### config.mk
export PLATFORM = sky130hd
export DESIGN_NAME = sst_engine
export DESIGN_NICKNAME = d
export VERILOG_FILES = /design/src/rtl/sst_pkg.sv /design/src/rtl/sst_m3_wait.sv /design/src/rtl/sst_engine.sv
export SDC_FILE = /design/constraint.sdc
export NUM_CORES = 1
export LEC_CHECK = 0
export ABC_AREA = 1
export BUFFER_PORTS_ARGS = -buffer_cell sky130_fd_sc_hd__buf_2
export CORE_AREA = 2 2 101 103
export CTS_CLUSTER_DIAMETER = 80
export DETAILED_ROUTE_END_ITERATION = 7
export DIE_AREA = 0 0 103 105
export PLACE_DENSITY = 0.47
export SETUP_SLACK_MARGIN = 0.4
export SYNTH_ARGS = -nofsm -noshare
export SYNTH_HDL_FRONTEND = slang
export SYNTH_HIERARCHICAL = 1
export SYNTH_SLANG_ARGS = --single-unit
export TNS_END_PERCENT = 5
### constraint.sdc
create_clock -name clk -period 2.7 [get_ports clk]
set_input_delay 0.54 -clock clk [delete_from_list [all_inputs] [get_ports clk]]
set_output_delay 0.54 -clock clk [all_outputs]
set_load 0.05 [all_outputs]
### src/rtl/sst_pkg.sv
// Shared definitions for the save-state engine: FSM states, fixed mapper
// addresses and the default m3 wait budget.
package sst_pkg;

    typedef enum logic [2:0] {
        IDLE,
        SV_ADDR,
        SV_CAP,
        LC_RD,
        LC_CMP,
        LD_RD,
        LD_WR,
        FIN
    } sst_state_e;

    // Mapper slot holding the mapper index; also the last address saved
    localparam logic [6:0] SST_MAP_IDX_ADDR = 7'd127;
    // Last register restored on a load (the index slot is never written)
    localparam logic [6:0] SST_LAST_LOAD    = 7'd126;
    // Default clk cycles allowed for cpu_m3 per register write
    localparam int         SST_M3_TIMEOUT   = 255;

endpackage

### src/rtl/sst_m3_wait.sv
// Wait budget for cpu_m3 during a register write: an 8-bit down-counter
// armed before each write and flagging expiry on its terminal count.
module sst_m3_wait
    import sst_pkg::*;
#(
    parameter int M3_TIMEOUT = SST_M3_TIMEOUT
) (
    input  logic clk,
    input  logic map_rst,
    input  logic arm,
    input  logic run,
    input  logic cpu_m3,
    output logic expired
);

    // The count is loaded with TC while arming, so the terminal count of zero
    // lands in the M3_TIMEOUT-th cycle of the wait.
    localparam logic [7:0] TC = 8'(M3_TIMEOUT - 1);

    logic [7:0] cnt;

    // Reload on arm, count down once per waiting cycle, hold at zero
    always_ff @(posedge clk) begin
        if (map_rst) begin
            cnt <= '0;
        end else if (arm) begin
            cnt <= TC;
        end else if (run && (cnt != 8'd0)) begin
            cnt <= cnt - 8'd1;
        end
    end

    // m3 arriving in the last allowed cycle still wins over the timeout
    assign expired = run && !cpu_m3 && (cnt == 8'd0);

endmodule

### src/rtl/sst_engine.sv
// Save-state engine: snapshots mapper registers 0..127 into a 128-byte
// buffer, and restores registers 0..126 after checking that the snapshot
// belongs to the currently loaded mapper.
//
// state   | meaning
// --------+---------------------------------------------------------------
// IDLE    | waiting for start_save / start_load
// SV_ADDR | present register n on sst_addr, capture its readback
// SV_CAP  | write captured value into buf[n]
// LC_RD   | read buf[127] (saved mapper index)
// LC_CMP  | compare saved index with live mapper index
// LD_RD   | buf[n] data available, latch it for the write
// LD_WR   | drive register write of n until cpu_m3 or timeout
// FIN     | one-cycle done (and err) pulse
module sst_engine
    import sst_pkg::*;
#(
    parameter int M3_TIMEOUT = SST_M3_TIMEOUT
) (
    input  logic       clk,
    input  logic       map_rst,
    input  logic       start_save,
    input  logic       start_load,
    input  logic       cpu_m3,
    input  logic [7:0] map_idx,
    output logic       sst_act,
    output logic       sst_we_reg,
    output logic [7:0] sst_addr,
    output logic [7:0] sst_dato,
    input  logic [7:0] sst_di,
    output logic [6:0] buf_addr,
    output logic       buf_we,
    output logic [7:0] buf_do,
    input  logic [7:0] buf_di,
    output logic       busy,
    output logic       done,
    output logic       err
);

    sst_state_e state;
    logic [6:0] n;
    logic [6:0] n_inc;
    logic       m3_expired;

    assign n_inc = n + 7'd1;

    sst_m3_wait #(
        .M3_TIMEOUT (M3_TIMEOUT)
    ) u_m3_wait (
        .clk     (clk),
        .map_rst (map_rst),
        .arm     (state == LD_RD),
        .run     (state == LD_WR),
        .cpu_m3  (cpu_m3),
        .expired (m3_expired)
    );

    // Sequencer with all outputs registered alongside the state.
    // The buffer read address is always one step ahead of the state that
    // consumes it: buf_di then already holds the wanted byte in LC_CMP and
    // LD_RD, so the write data can be latched before sst_we_reg rises.
    always_ff @(posedge clk) begin
        if (map_rst) begin
            state      <= IDLE;
            n          <= '0;
            sst_act    <= 1'b0;
            busy       <= 1'b0;
            sst_we_reg <= 1'b0;
            sst_addr   <= '0;
            sst_dato   <= '0;
            buf_addr   <= '0;
            buf_we     <= 1'b0;
            buf_do     <= '0;
            done       <= 1'b0;
            err        <= 1'b0;
        end else begin
            done <= 1'b0;
            err  <= 1'b0;
            case (state)
                IDLE: begin
                    if (start_save) begin
                        state    <= SV_ADDR;
                        n        <= '0;
                        sst_addr <= '0;
                        sst_act  <= 1'b1;
                        busy     <= 1'b1;
                    end else if (start_load) begin
                        state    <= LC_RD;
                        buf_addr <= SST_MAP_IDX_ADDR;
                        sst_act  <= 1'b1;
                        busy     <= 1'b1;
                    end
                end
                SV_ADDR: begin
                    state    <= SV_CAP;
                    buf_addr <= n;
                    buf_do   <= sst_di;
                    buf_we   <= 1'b1;
                end
                SV_CAP: begin
                    buf_we <= 1'b0;
                    if (n == SST_MAP_IDX_ADDR) begin
                        state <= FIN;
                        done  <= 1'b1;
                    end else begin
                        state    <= SV_ADDR;
                        n        <= n_inc;
                        sst_addr <= {1'b0, n_inc};
                    end
                end
                LC_RD: begin
                    state    <= LC_CMP;
                    sst_addr <= {1'b0, SST_MAP_IDX_ADDR};
                    buf_addr <= '0;
                end
                LC_CMP: begin
                    if (buf_di != sst_di) begin
                        state <= FIN;
                        done  <= 1'b1;
                        err   <= 1'b1;
                    end else begin
                        state <= LD_RD;
                        n     <= '0;
                    end
                end
                LD_RD: begin
                    state      <= LD_WR;
                    sst_addr   <= {1'b0, n};
                    sst_dato   <= buf_di;
                    sst_we_reg <= 1'b1;
                    buf_addr   <= n_inc;
                end
                LD_WR: begin
                    if (cpu_m3) begin
                        sst_we_reg <= 1'b0;
                        if (n == SST_LAST_LOAD) begin
                            state <= FIN;
                            done  <= 1'b1;
                        end else begin
                            state <= LD_RD;
                            n     <= n_inc;
                        end
                    end else if (m3_expired) begin
                        sst_we_reg <= 1'b0;
                        state      <= FIN;
                        done       <= 1'b1;
                        err        <= 1'b1;
                    end
                end
                FIN: begin
                    state    <= IDLE;
                    n        <= '0;
                    sst_act  <= 1'b0;
                    busy     <= 1'b0;
                    sst_addr <= '0;
                    buf_addr <= '0;
                end
                default: begin
                    state <= IDLE;
                end
            endcase
        end
    end

endmodule

Word-level counts from Yosys, hierarchy flattened --
Cells that the tools add are included.
Operators by class: add/sub/neg operators 2, equality and inequality tests 19, muxes and demuxes 37, reductions and logical operators 22
Operators by type and width (number):
- 7-bit 2-to-1 mux | 7
- 8-bit case mux with 5 select lines | 1
- 7-bit case mux with 5 select lines | 1
- 8-bit 2-to-1 mux | 4
- 7-bit case mux with 4 select lines | 1
- 3-bit case mux with 8 select lines | 1
- 3-bit 2-to-1 mux | 5
- 7-bit equality test (second input constant) | 2
- 2-bit != test (second input constant) | 7
- 3-bit equality test (second input constant) | 4
- 1-bit 2-to-1 mux | 10
- 5-bit nonzero test | 2
- 8-bit logical NOT | 1
- 8-bit != test | 1
- 1-bit case mux with 2 select lines | 4
- 2-bit nonzero test | 4
- 8-bit nonzero test | 1
- 8-bit by 1-bit subtractor with 8-bit output (second input constant) | 1
- 7-bit by 1-bit adder with 7-bit output (second input constant) | 1
- 3-bit by 2-bit equality test with 1-bit output (second input constant) | 2
- 3-bit != test (second input constant) | 2
- 2-bit AND reduction | 3
- 3-bit AND reduction | 2
- 6-bit AND reduction | 1
- other kinds (8) | 12
Storage, ports and cells: register bits after elaboration 54, input port bits 29, output and inout port bits 37, logic and storage cells 93

Depth between registers and ports, before layout --
Gate-level depths: netlist of the first run.
depth after elaboration 6, mapped depth 11, gate-level depth less buffers 11

Hierarchy --
Netlist of the first run, hierarchy kept.
By module, submodules not included:
- sst_engine | times used 1, cells each 316, area an instance 2306.0 sq um, sequential area each 900.9 sq um
- sst_m3_wait | times used 1, cells each 94, area an instance 573.0 sq um, sequential area each 160.2 sq um

Least setup slack after synthesis of the first run --
Ideal clock, no wire load.
path type flip-flop to flip-flop, start point reg state[2], end point reg state[0], library setup time 0.114 ns, arrival time 1.389 ns, data required time 2.586 ns, path slack 1.196 ns, cell stages (with the launch flop) 8, buffers on the path 1, period minus slack after synthesis 1.504 ns, path through dfxtp_1 -> buf_6 -> nand2_4 -> nor2_8 -> inv_1 -> nor3_1 -> nor2_1 -> a2111oi_0
Between the ends: word-level cells in the longest chain between the ends 5, elaborated cells on any way between the ends 14, classes of those cells eq/ne: 9; mux: 1; reduce/logical: 4
RTL lines:
- start: declaration | RTL line sst_engine.sv:40 | sst_state_e state;
- start signal: assignment | RTL line sst_engine.sv:64 | state <= IDLE;
- start signal: assignment | RTL line sst_engine.sv:82 | state <= SV_ADDR;
- start signal: assignment | RTL line sst_engine.sv:88 | state <= LC_RD;
- 3-bit equality test | RTL line sst_engine.sv:53 | .run (state == LD_WR),
- 1-bit logical AND (2 in series) | RTL line sst_m3_wait.sv:34 | assign expired = run && !cpu_m3 && (cnt == 8'd0);
- named net m3_expired | RTL line sst_engine.sv:43 | logic m3_expired;
- 3-bit != test (no source line)
- 2-bit AND reduction (no source line)
The timed path passes the listed nets, and every way through them passes these cells. A chain may end at the register's enable or synchronous reset.

Worst setup path after layout of the first run --
start point reg state[1], end point reg state[0]
The elaborated chain is that of the path after synthesis.

==> run metrics, run 1 <==
final setup fails=0; Iter 0 DRT Violations=110; Routed Antenna Nets=0; global-route wire length before repair=12500 µm; crit path capture type=flop; hold buffer count at CTS=0; top flop regs=buf_do x8, sst_dato x8, u_m3_wait/cnt x8; Total Routed Length=7390 µm; clk_skew=0.00763 ns; hold depth=2; total track usage=14.4%; FF-to-FF path depth=6; top cell type's share of synthesized area=36.9%; FFs w/ async S/R, synth=0%; Vias=2708; via/cell ratio=4.51; top_reg_cell synth=dfxtp_1; Critical Path End=state[0]; Worst Path Arrival=2.07 ns; clock root cell=clkbuf_8; H-tree depth=2; Setup crit start=state[1]; top-count cell post-synth=nand2_1; register area share after synthesis=36.9%; FMAX=533 MHz; startpoint types=flop; largest net degree at the start of global routing=20; Die ar.=10800 µm²; highest routed layer=met4; share of the clock period used by the worst path=69.5%; Clock Latency Late Sink=0.31 ns; met3 WL=257 µm; unrepaired setup endpoints after global routing=no; grt total ovfl=0; R2R Setup Slk=0.82 ns; total power=0.00195 W; vias in the first global route=2489; core area=9640 µm²; Hold Path Class=reg2reg; Slowest cell on crit path=dfxtp_1; Worst R2R End=state[0]; Worst EP required=2.89 ns; CTS Buf Count=5; GPL Wtd Cong=0.864; number of library cell types mapped by synthesis=36; Max clock buf depth=2; synth warn=6; # rows=36; hpwl dp=5660 µm; pwr/cell area=578 nW/µm²; largest cells by area after synthesis=dfxtp_1 (37%), nand2_1 (11%), a21oi_1 (7.1%); CTS tree=built; Commonest cells post-synth=nand2_1 (84), nor2_1 (54), dfxtp_1 (53); layout net count=499; HP Start=sst_addr[2]; crit path cell chain=nand2_4 > nor2_8 > inv_1 > nor3_1 > nor2_1 > a2111oi_0; setup_tns=0 ns; Post-synth EDFFs=0; Yosys reg bits=53; final hold slack=0.464 ns; post-route DRC violation count=0; Syn Area/Cell=7.02 µm²; Die X=103 µm; # diodes=0; crit path kind=reg2reg; TritonRoute pass-1 iters=4; Mapped Cells=410; syn_nets=443; IO Port Bufs=56; layout filler cell count=1094; Starting Density=29.9%; cts repair resizes=0; worst-path fanout max=8; Max-cap violations=0; die height=105 µm; postcts setup bufs=0; post-route non-filler standard cell count=600; cell leakage power=1.63 nW; Clock Pin Slew Worst Setup and Hold Paths=0.10 ns; Hold Violations, Final=0; leading area contributor after synthesis=dfxtp_1; Area Growth Syn to Fin=17.1%; number of top-level pins=66; ratio of cells with drive above 1 in the final layout=22.3%; outcome=finished clean; initial antenna violation count=0; Avg WL per Cell=12.3 µm; Slew Viols, Final=0; WL met2=3300 µm; Worst path max stage delay=0.63 ns; CTS Sinks=53; post-layout min period=1.88 ns; Max rail drop VDD=0.234 mV; dpl cells=592; synthesized cell area=2880 µm²; reg-to-reg critical path startpoint=state[1]; Post-Route M1 WL=3740 µm
==> layout by cell type, fill, tap and decap left out, types with 6 or more instances in the layout <==
cell type / Yosys / routed
nand2_4: 7 / 7
dfxtp_1: 53 / 53
nor2_2: 7 / 7
nand2_1: 84 / 84
buf_4: 4 / 6
o21ai_0: 34 / 34
buf_2: 2 / 56
nor2_4: 6 / 6
a21oi_1: 41 / 41
nand3_1: 25 / 25
nor2_1: 54 / 54
inv_1: 44 / 44
==> stage by stage <==
step | cell area [µm²] | setup slack (ns) | util (%)
floorplan | 2880 | 1.20 | -
global placement | 3280 | 0.908 | 34.0
CTS | 3370 | 0.786 | 35.0
detailed placement | 3280 | 0.832 | 34.0
finish | 3370 | 0.822 | 35.0
global route | 3370 | 0.586 | 35.0
==> layer usage <==
layer / global-route usage, % / vias to the layer above
met2: 21.2 / 50
met4: 4.23 / 0
met5: 0 / -
li1: - / 1431
met1: 21.7 / 1220
met3: 1.74 / 7
==> final cells by class <==
cell class                      instances  area, µm²  area share, %
Tap cell                              133        166           4.94
Timing Repair Buffer                   62        325           9.65
Clock inverter                          3       21.3          0.631
Multi-Input combinational cell        294       1540           45.6
Sequential cell                        53       1060           31.5
Clock buffer                            5       68.8           2.04
Inverter                               50        190           5.64
==> where the power goes <==
group	total (W)	switching [W]	internal (W)	leakage [nW]
registers	0.000906	0.0000594	0.000847	0.433
logic	0.000577	0.000416	0.000161	1.15
clock network	0.000467	0.000282	0.000185	0.0445
total	0.00195	0.000757	0.00119	1.63
==> logic make-up (layout without fill, tap and decap cells) <==
family | count (synthesis) | count (layout) | synth area share, %
xor+xnor | 6 | 6 | 1.83
fa+ha+maj | 4 | 4 | 1.74
simple gates | 197 | 197 | 33.8
buf+inv | 63 | 120 | 9.69
flops | 53 | 53 | 36.9
compound gates | 86 | 86 | 15.9
other cells | 1 | 1 | 0.130
==> worst min path at each step <==
stage and end:
2_1_floorplan u_m3_wait/cnt[0], 3_5_place_dp sst_addr[2], 4_1_cts sst_addr[2], 3_3_place_gp u_m3_wait/cnt[0], 6_report sst_addr[2], 5_1_grt sst_dato[1]
==> critical path: cells and delay by family, from the launching register on <==
kind                   cells  cell delay [ns]
AO/OA/AOI/OAI              1             0.38
buffers and inverters      1             0.08
AND/OR/NAND/NOR            4             0.66
flip-flops                 1             0.63
Power figures use the tool's default switching activity.
==> run 2: changes to the inputs <==
clock period = 1.76 ns   (was 2.7 ns; I/O delays follow)
==> run 2 against run 1 <==
Net effect:
- final cell count grew 3.2%
- final area up 8.9%
- global-route usage is 0.89 points higher
- critical path type unchanged
- largest cell class unchanged
==> run metrics, run 2 (synthesis results as in run 1) <==
CTS Sinks=53; crit path kind=reg2reg; Worst Path Arrival=1.78 ns; Vias=2847; initial antenna violation count=0; clock root cell=clkbuf_8; Clock Latency Late Sink=0.32 ns; # diodes=0; total power=0.00327 W; GPL Wtd Cong=0.802; crit path capture type=flop; commonest non-fill, non-tap cell in the layout=nand2_1; global-route wire length before repair=13200 µm; outcome=finished clean; layout filler cell count=1076; most frequent cells in the layout=nand2_1 (77), buf_2 (56), nor2_1 (47); post-route DRC violation count=0; largest net degree at the start of global routing=32; setup ws final=0.234 ns; Setup crit start=n[0]; Die ar.=10800 µm²; Max-cap violations=0; Max rail drop VDD=0.349 mV; cell leakage power=1.73 nW; HP Start=buf_di[6]; unrepaired setup endpoints after global routing=yes; Max clock buf depth=2; CTS tree=built; Post-DP Area=3330 µm²; reg-to-reg critical path startpoint=n[0]; # rows=36; Area Growth Syn to Fin=27.6%; grt total ovfl=0; die height=105 µm; total track usage=15.3%; Routed Antenna Nets=0; Place WS=0.0914 ns; Worst EP required=2.01 ns; Reg area=1080 µm²; hpwl dp=5910 µm; vias in the first global route=2697; CTS Buf Count=5; Clock Pin Slew Worst Setup and Hold Paths=0.10 ns; FMAX=655 MHz; design area=3670 µm²; Multi-input gate area=1650 µm²; post-layout min period=1.53 ns; Die X=103 µm; clk_skew=0.0192 ns; share of the clock period used by the worst path=86.7%; Total Routed Length=7970 µm; layout net count=518; final setup fails=0; core area=9640 µm²; Iter 0 DRT Violations=101; TritonRoute pass-1 iters=4; Avg WL per Cell=12.9 µm; H-tree depth=2; number of top-level pins=66; Slew Viols, Final=0; Hold Violations, Final=0; Final Util=38.1%; setup_tns=0 ns; pwr/cell area=891 nW/µm²; via/cell ratio=4.60; worst-path fanout max=5; top flop regs=buf_do x8, sst_dato x8, u_m3_wait/cnt x8; Starting Density=29.9%; ratio of cells with drive above 1 in the final layout=32.1%; startpoint types=flop; IO Port Bufs=56; Hold Path Class=in2reg
run 2: worst paths after layout:
kind,end,slack [ns],cells after the start
setup / recovery,n[5],0.23,10
hold / removal,sst_dato[6],0.29,3
setup reg to reg,n[5],0.23,10
hold reg to reg,sst_addr[2],0.47,2
run 2: area by class of cell:
class,count,share of cell area (%)
clock buffer,5,1.87
clock inverter,3,1.26
inverter,50,5.31
multi-input combinational,295,44.9
sequential,53,29.5
tap,133,4.53
timing repair buffer,80,12.6
run 2: where the power goes:
part / leakage [nW] / switching [W] / internal, W
sequential: 0.437 / 0.0000895 / 0.00130
combinational: 1.23 / 0.000701 / 0.000323
clock: 0.0543 / 0.000432 / 0.000426
run 2: what timing repair did:
| item | in CTS | in global routing |
|---|---|---|
| resized for setup | 24 | 15 |
| cloned | 1 | 0 |
| setup endpoints to repair | 39 | 40 |
| hold buffers | 0 | 0 |
| pin swaps | 7 | 12 |
| buffers inserted | 6 | 8 |
run 2: stage by stage:
stage	instances	hold WS, ns
final	619	0.290
after global routing	619	0.287
after CTS	611	0.273
after detailed placement	596	0.459
after global placement	596	0.459
after floorplan	410	0.414
run 2: layer usage:
layer | track usage, % | routed length, µm
met1 | 21.3 | 3870
met2 | 24.4 | 3670
met3 | 2.27 | 339
met4 | 3.95 | 89
met5 | 0 | 0
run 2: critical path: stages, from the launching register on:
cell	delay, ns
dfxtp_4	0.38
ha_2	0.21
nand3_4	0.10
inv_2	0.05
nand3_4	0.10
nand2_4	0.06
nor2_4	0.20
nand2_4	0.12
nand2_2	0.09
nand2_2	0.05
nor2_2	0.10
==> run 3: changes to the inputs <==
CELL_PAD_IN_SITES_DETAIL_PLACEMENT = 1   (was not set)
CELL_PAD_IN_SITES_GLOBAL_PLACEMENT = 2   (was not set)
CORE_AREA = 2 2 103 105   (was 2 2 101 103)
DIE_AREA = 0 0 105 107   (was 0 0 103 105)
PLACE_DENSITY = 0.75   (was 0.47)
==> run 3 against run 2 <==
Net effect:
- largest power group unchanged
- count of clock-buffer cells in the layout is the same
- non-clock buffer count rose by 4
- critical path depth rose by 1
- clock power fell by 13%
- critical path type unchanged
- final area is 0.54% higher
- register-to-register slack got worse by 0.096 ns
- highest routed layer unchanged
- combinational power about the same
- final cell count rose by 1.1%
==> run metrics, run 3 (synthesis results as in run 1) <==
TritonRoute pass-1 iters=4; layout filler cell count=1319; Worst Path Arrival=1.88 ns; CTS Buf Count=5; outcome=finished clean; most frequent cells in the layout=nand2_1 (78), buf_2 (56), nor2_1 (48); ratio of cells with drive above 1 in the final layout=32.0%; Slew Viols, Final=0; total track usage=16.5%; clk_skew=0.00799 ns; dpl cells=599; post-route non-filler standard cell count=626; Max clock buf depth=2; commonest non-fill, non-tap cell in the layout=nand2_1; core area=10100 µm²; top flop regs=buf_do x8, sst_dato x8, u_m3_wait/cnt x8; unrepaired setup endpoints after global routing=yes; setup ws final=0.139 ns; post-route DRC violation count=0; die height=107 µm; # diodes=0; Clock Latency Late Sink=0.31 ns; clock root cell=clkbuf_8; Max-cap violations=0; number of top-level pins=66; initial antenna violation count=0; Avg WL per Cell=14.2 µm; CTS tree=built; setup_tns=0 ns; cell leakage power=1.74 nW; Starting Density=28.5%; crit path kind=reg2reg; grt total ovfl=0; vias in the first global route=3052; Place WS=0.0911 ns; # rows=37; post-layout min period=1.62 ns; Setup crit start=n[0]; pwr/cell area=862 nW/µm²; largest net degree at the start of global routing=19; IO Port Bufs=56; Die X=105 µm; Vias=2867; share of the clock period used by the worst path=92.1%; Worst EP required=2.02 ns; worst-path fanout max=6; Area Growth Syn to Fin=28.3%; CTS Sinks=53; global-route wire length before repair=15000 µm; reg-to-reg critical path startpoint=n[0]; HP Start=sst_di[2]; Total Routed Length=8920 µm; FMAX=617 MHz; startpoint types=flop; hpwl dp=6600 µm; GPL Wtd Cong=0.801; crit path capture type=flop; final setup fails=0; H-tree depth=2; layout net count=522; Hold Path Class=in2reg; Clock Pin Slew Worst Setup and Hold Paths=0.11 ns; Die ar.=11200 µm²; via/cell ratio=4.58; Iter 0 DRT Violations=66; Routed Antenna Nets=0; Hold Violations, Final=0; Max rail drop VDD=0.415 mV
==> run 3: cell types whose count changed in the layout (fill, tap and decap cells not counted), moves of 2 or more <==
cell and delta:
nor2_2 -4, buf_4 +4, nor2_4 +3, nand2_2 -2
==> run 3: routing by layer <==
layer | up-vias | share of wire (%) | global-route usage (%)
li1 | 1469 | - | -
met1 | 1358 | 49 | 21.6
met2 | 35 | 48 | 29.1
met3 | 5 | 2.3 | 2.43
met4 | 0 | 0.68 | 2.95
met5 | - | 0 | 0
==> run 3: what timing repair did <==
item,in CTS,in global routing
buffers inserted,15,3
resized for setup,24,15
setup endpoints to repair,39,37
pin swaps,5,7
hold buffers,0,0
gates cloned,1,0
==> run 3: stage by stage <==
step	hold WS (ns)	power [W]	util (%)	instance area, µm²
2_1_floorplan	0.414	0.00211	-	2910
3_3_place_gp	0.450	0.00234	33.1	3340
3_5_place_dp	0.455	0.00235	33.1	3340
4_1_cts	0.278	0.00318	35.8	3610
5_1_grt	0.284	0.00338	36.6	3690
6_report	0.289	0.00318	36.6	3690
==> run 3: path summary, 6_finish.rpt <==
path	endpoint	slack, ns	cells past startpoint
setup reg to reg	n[5]	0.14	11
hold reg to reg	sst_addr[2]	0.47	2
hold / removal	buf_do[2]	0.29	3
setup / recovery	n[5]	0.14	11
==> run 3: critical path, stage by stage (launching register included) <==
cell and delay [ns]:
dfxtp_4 0.37, buf_6 0.12, ha_4 0.16, nand3_4 0.11, inv_4 0.05, nand3_4 0.09, nand2_4 0.06, nor2_4 0.21
nand2_4 0.15, nand2_2 0.11, nand2_2 0.05, nor2_2 0.09
==> run 3: report_power, final <==
group | internal [W] | leakage (nW) | switching (W)
logic | 0.000324 | 1.26 | 0.000721
registers | 0.00130 | 0.437 | 0.0000893
clock network | 0.000289 | 0.0447 | 0.000458
total | 0.00191 | 1.74 | 0.00127
==> run 3: layout make-up <==
type                       instances  area (µm²)  area share (%)
multi-input combinational        295        1660            45.0
tap                              136         170            4.61
timing repair buffer              84         494            13.4
sequential                        53        1080            29.2
clock inverter                     3        25.0           0.678
clock buffer                       5        68.8            1.86
inverter                          50         195            5.28
